[src/rtl/m_pcpi_master.sv]
// PCPI initiator: takes one instruction plus operands on a valid/ready request port,
// drives the PicoRV32 co-processor interface, and returns the result or an abort code.
`timescale 1ns/1ps
module m_pcpi_master #(
    parameter int TIMEOUT_CYCLES  = 16,
    parameter int WATCHDOG_CYCLES = 64
) (
    input  logic        clk,
    input  logic        resetn,
    input  logic        req_valid,
    output logic        req_ready,
    input  logic [31:0] req_insn,
    input  logic [31:0] req_rs1,
    input  logic [31:0] req_rs2,
    output logic        rsp_valid,
    input  logic        rsp_ready,
    output logic [31:0] rsp_data,
    output logic        rsp_wr,
    output logic [1:0]  rsp_err,
    output logic        pcpi_valid,
    output logic [31:0] pcpi_insn,
    output logic [31:0] pcpi_rs1,
    output logic [31:0] pcpi_rs2,
    input  logic        pcpi_wr,
    input  logic [31:0] pcpi_rd,
    input  logic        pcpi_busy,
    input  logic        pcpi_ready
);

    localparam int CW = $clog2(WATCHDOG_CYCLES + 1);

    localparam logic [1:0] S_IDLE  = 2'd0;
    localparam logic [1:0] S_ISSUE = 2'd1;
    localparam logic [1:0] S_RESP  = 2'd2;

    localparam logic [1:0] ERR_OK       = 2'b00;
    localparam logic [1:0] ERR_UNCLAIM  = 2'b01;
    localparam logic [1:0] ERR_WATCHDOG = 2'b10;

    logic [1:0]    r_state;
    logic [1:0]    w_state_nxt;
    logic [31:0]   r_insn;
    logic [31:0]   r_rs1;
    logic [31:0]   r_rs2;
    logic [31:0]   r_rsp_data;
    logic          r_rsp_wr;
    logic [1:0]    r_rsp_err;
    logic [CW-1:0] r_cnt;
    logic          r_claimed;
    logic          w_claimed;
    logic [CW-1:0] w_limit_m1;
    logic          w_abort;

    // Abort limit; a busy seen this very cycle already counts as a claim.
    always_comb begin
        w_claimed  = r_claimed | pcpi_busy;
        if (w_claimed) begin
            w_limit_m1 = CW'(WATCHDOG_CYCLES - 1);
        end else begin
            w_limit_m1 = CW'(TIMEOUT_CYCLES - 1);
        end
        w_abort = (r_cnt == w_limit_m1);
    end

    // Next-state selection; pcpi_ready outranks the abort in the same cycle.
    always_comb begin
        w_state_nxt = r_state;
        case (r_state)
            S_IDLE: begin
                if (req_valid) begin
                    w_state_nxt = S_ISSUE;
                end else begin
                    w_state_nxt = S_IDLE;
                end
            end
            S_ISSUE: begin
                if (pcpi_ready || w_abort) begin
                    w_state_nxt = S_RESP;
                end else begin
                    w_state_nxt = S_ISSUE;
                end
            end
            S_RESP: begin
                if (rsp_ready) begin
                    w_state_nxt = S_IDLE;
                end else begin
                    w_state_nxt = S_RESP;
                end
            end
            default: w_state_nxt = S_IDLE;
        endcase
    end

    // State, captured request, issue counter and registered response.
    always_ff @(posedge clk or negedge resetn) begin
        if (!resetn) begin
            r_state    <= S_IDLE;
            r_insn     <= 32'd0;
            r_rs1      <= 32'd0;
            r_rs2      <= 32'd0;
            r_rsp_data <= 32'd0;
            r_rsp_wr   <= 1'b0;
            r_rsp_err  <= ERR_OK;
            r_cnt      <= '0;
            r_claimed  <= 1'b0;
        end else begin
            r_state <= w_state_nxt;
            case (r_state)
                S_IDLE: begin
                    if (req_valid) begin
                        r_insn    <= req_insn;
                        r_rs1     <= req_rs1;
                        r_rs2     <= req_rs2;
                        r_cnt     <= '0;
                        r_claimed <= 1'b0;
                    end
                end
                S_ISSUE: begin
                    r_claimed <= w_claimed;
                    if (r_cnt != {CW{1'b1}}) begin
                        r_cnt <= r_cnt + CW'(1);
                    end
                    if (pcpi_ready) begin
                        r_rsp_data <= pcpi_wr ? pcpi_rd : 32'd0;
                        r_rsp_wr   <= pcpi_wr;
                        r_rsp_err  <= ERR_OK;
                    end else if (w_abort) begin
                        r_rsp_data <= 32'd0;
                        r_rsp_wr   <= 1'b0;
                        r_rsp_err  <= w_claimed ? ERR_WATCHDOG : ERR_UNCLAIM;
                    end
                end
                default: begin
                end
            endcase
        end
    end

    assign req_ready  = (r_state == S_IDLE);
    assign pcpi_valid = (r_state == S_ISSUE);
    assign rsp_valid  = (r_state == S_RESP);
    assign pcpi_insn  = r_insn;
    assign pcpi_rs1   = r_rs1;
    assign pcpi_rs2   = r_rs2;
    assign rsp_data   = r_rsp_data;
    assign rsp_wr     = r_rsp_wr;
    assign rsp_err    = r_rsp_err;

endmodule

[config.mk]
export PLATFORM = sky130hd
export DESIGN_NAME = m_pcpi_master
export DESIGN_NICKNAME = d
export VERILOG_FILES = /design/src/rtl/m_pcpi_master.sv
export SDC_FILE = /design/constraint.sdc
export NUM_CORES = 1
export LEC_CHECK = 0
export CORE_MARGIN = 10
export CORE_UTILIZATION = 30
export DETAILED_ROUTE_END_ITERATION = 16
export DONT_BUFFER_PORTS = 1
export GPL_TIMING_DRIVEN = 0
export PLACE_DENSITY_LB_ADDON = 0.08
export SETUP_SLACK_MARGIN = 0.3
export SYNTH_ARGS = -nofsm -noshare
export SYNTH_HDL_FRONTEND = slang
export SYNTH_SLANG_ARGS = --single-unit
[constraint.sdc]
create_clock -name clk -period 3.11 [get_ports clk]
set_input_delay 0.622 -clock clk [delete_from_list [all_inputs] [get_ports clk]]
set_output_delay 0.622 -clock clk [all_outputs]
set_load 0.02 [all_outputs]
==> metrics.csv <==
stage,metric,value,unit
setup_path,Worst EP arrival,2.74,ns
clock_tree,clock slew at reported path FFs,0.06,ns
setup_path,Worst Setup SP,r_state[0],
clock_tree,CTS tree,built,
synth,Yosys reg bits,141,
timing,Final Cycle Share,0.770,
global_route,initial antenna violation count,0,
die,io pins,269,
pwr,Peak VDD IR,0.000435,V
synth,synthesized instance count,543,
setup_path,startpoint types,flop,
finish,Layout fillers,1807,
routing,Iteration-0 DRC Markers,151,
timing,Clock Skew,0.00754,ns
finish,fraction of layout cells with a size suffix above 1,0.0643,
finish,register area,3530,µm²
timing,Slew @ Worst Pin,0.718,ns
setup_path,R2R cell count,7,
global_route,GRT overflow,0,
clock_tree,H-tree levels,4,
place,hpwl dp,11900,µm
timing,Slew HR,0.521,
clock_tree,cts bufs inserted,17,
die,width of the die,154,µm
routing,WL/cell,19.8,µm
worst_hold_path,Hold Path Class,input pin to async pin,
place,placer congestion estimate,0.747,
setup_path,reg2reg start,r_state[0],
routing,Post-Route WL,15800,µm
routing,post-route ant nets,0,
synth,Post-synth ARST share,1.00,
clock_tree,post-CTS setup buffers,0,
global_route,global-route usage over all layers,0.131,
status,status,finished with violations,
timing,Post-Route Setup TNS,0,ns
synth,most common flop cell mapped by yosys,dfrtp_1,
setup_path,worst path required time,3.46,ns
synth,Post-synth EDFFs,0,
timing,Tmin final,2.40,ns
die,chip height,154,µm
die,die area,23600,µm²
place,IO buf count,0,
routing,DR vias,3762,
finish,n_diodes,0,
finish,Final nets,698,
routing,DRT Pass-1 Iters,7,
synth,top post-synthesis cells by area,"dfrtp_1 66%, nand2_1 21%, a22o_1 5.2%, clkbuf_1 1.7%, buf_6 0.63%",
synth,area share of the leading cell type in the synthesized netlist,0.659,
synth,synth unique cells,29,
pwr,Pwr Density,1290,nW/µm²
timing,Min Hold Slack,-0.0987,ns
timing,Fmax achieved,0.417,GHz
setup_path,reg2reg end,pcpi_rs1[1],
die,core area,17400,µm²
synth,Synthesis Warnings,0,
synth,register area share after synthesis,0.659,
timing,final hold violation count,141,
routing,# DRC,0,
clock_tree,Root Driver,clkbuf_16,
pwr,total power,8040,µW
die,row count,48,
synth,syn_nets,679,
timing,RSZ-0062 raised after global routing,no,
setup_path,Setup crit end kind,flop,
setup_path,critical path class,flop to flop,
global_route,global-route wire length before repair,24400,µm
finish,area of the multi-input gates,1690,µm²
die,Initial Util,0.308,
synth,Yosys top cell by area,dfrtp_1,
routing,drt via density,4.70,
timing,Final Max Tran Viols,0,
finish,Area growth syn-to-layout,16.5,%
synth,syn_area_per_cell,9.87,µm²
global_route,largest net degree at the start of global routing,142,
status,failing checks,negative hold slack,
run,# Max-Cap Violations,0,
synth,Mapped Area,5360,µm²
setup_path,worst-path fanout max,10,
timing,Setup Viol. Count Final,0,
clock_tree,clk_lat worst skew,0.41,ns
global_route,vias in the first global route,4065,
clock_tree,clock sink count,141,
pwr,Leak,0.00315,µW
clock_tree,clk buf depth,2,
setup_path,"setup slack, reg-to-reg",0.71,ns
-- how the worst max path moves through the flow --
stage / end / slack (ns) / depth (start not counted)
after global placement: pcpi_rs1[11] / 0.39 / 7
final: pcpi_rs1[1] / 0.71 / 7
after detailed placement: pcpi_rs1[1] / 0.35 / 7
after global routing: pcpi_rs1[16] / 0.40 / 7
after floorplan: rsp_data[10] / 1.01 / 5
after CTS: pcpi_rs1[1] / 0.34 / 7
-- metal layers --
| metal | up-vias | wire length, µm | GRT usage |
|---|---|---|---|
| met3 | 6 | 2170 | 0.0848 |
| met4 | 0 | 108 | 0.0351 |
| met5 | - | 0 | 0 |
| li1 | 1772 | - | - |
| met2 | 176 | 7600 | 0.207 |
| met1 | 1808 | 5950 | 0.142 |
-- kinds of logic after synthesis --
logic type	Yosys count	share of synthesized area
AO/OA/AOI/OAI	54	0.0829
adder cells (fa/ha/maj)	1	0.00233
buffers and inverters	30	0.0252
flip-flops	141	0.659
multiplexers	2	0.00374
AND/OR/NAND/NOR	315	0.227
-- final cells by class --
cell class,count,area share
Sequential cell,141,0.565
Inverter,1,0.000601
Clock inverter,9,0.0216
Tap cell,225,0.0451
Buffer,29,0.0212
Clock buffer,23,0.0749
Multi-Input combinational cell,372,0.271
-- timing repair --
action,in CTS,in global routing
endpoints found under the setup margin,0,20
gates resized for setup,0,2
hold endpoints to repair,141,141
-- where the power goes --
part	internal [µW]	switching, µW
Combinational	590	912
Clock	1310	765
Sequential	2700	1770
Total	4590	3450
-- metrics by stage --
| stage | std cells | util | area, µm² | setup WS, ns |
|---|---|---|---|---|
| floorplan | 543 | - | 5360 | 1.01 |
| global placement | 768 | 0.324 | 5640 | 0.389 |
| detailed placement | 768 | 0.324 | 5640 | 0.354 |
| CTS | 800 | 0.358 | 6240 | 0.340 |
| global route | 800 | 0.358 | 6240 | 0.398 |
| finish | 800 | 0.358 | 6240 | 0.714 |
-- cells in the mapped netlist, types with 2 or more instances --
| library cell | n |
|---|---|
| nor2_1 | 7 |
| nand2b_1 | 2 |
| buf_1 | 2 |
| nand3_1 | 5 |
| clkbuf_1 | 24 |
| nand2_1 | 294 |
| o21ai_1 | 4 |
| a22o_1 | 32 |
| o31ai_1 | 3 |
| mux2i_1 | 2 |
| o211ai_1 | 4 |
| a21o_1 | 2 |
| a31oi_1 | 2 |
| dfrtp_1 | 141 |
| o21ai_0 | 3 |
| buf_6 | 3 |
-- critical path, cell delays in order, from the launching register on --
cell      delay (ns)
dfrtp_1         0.42
nor2_1          0.44
and2_1          0.20
clkbuf_2        0.27
clkbuf_1        0.42
buf_1           0.39
nand2_1         0.12
nand2_1         0.07
-- cells in the final DEF (no fill, tap or decap), types with 2 or more instances in the layout --
cell type / instances
a21o_1: 2
a22o_1: 32
a31oi_1: 2
buf_1: 2
buf_6: 3
bufinv_16: 3
clkbuf_1: 27
clkbuf_16: 17
clkbuf_8: 2
clkinvlp_4: 3
dfrtp_1: 141
mux2i_1: 2
nand2_1: 294
nand2b_1: 2
nand3_1: 5
nor2_1: 7
o211ai_1: 4
o21ai_0: 3
o21ai_1: 4
o31ai_1: 3
-- sequential cells by signal, summed over array words and instances, names as in the netlist --
register	count
r_cnt	7
rsp_wr	1
rsp_data	32
r_claimed	1
pcpi_rs2	32
r_state	2
rsp_err	2
pcpi_rs1	32
pcpi_insn	32
Power figures use the tool's default switching activity.
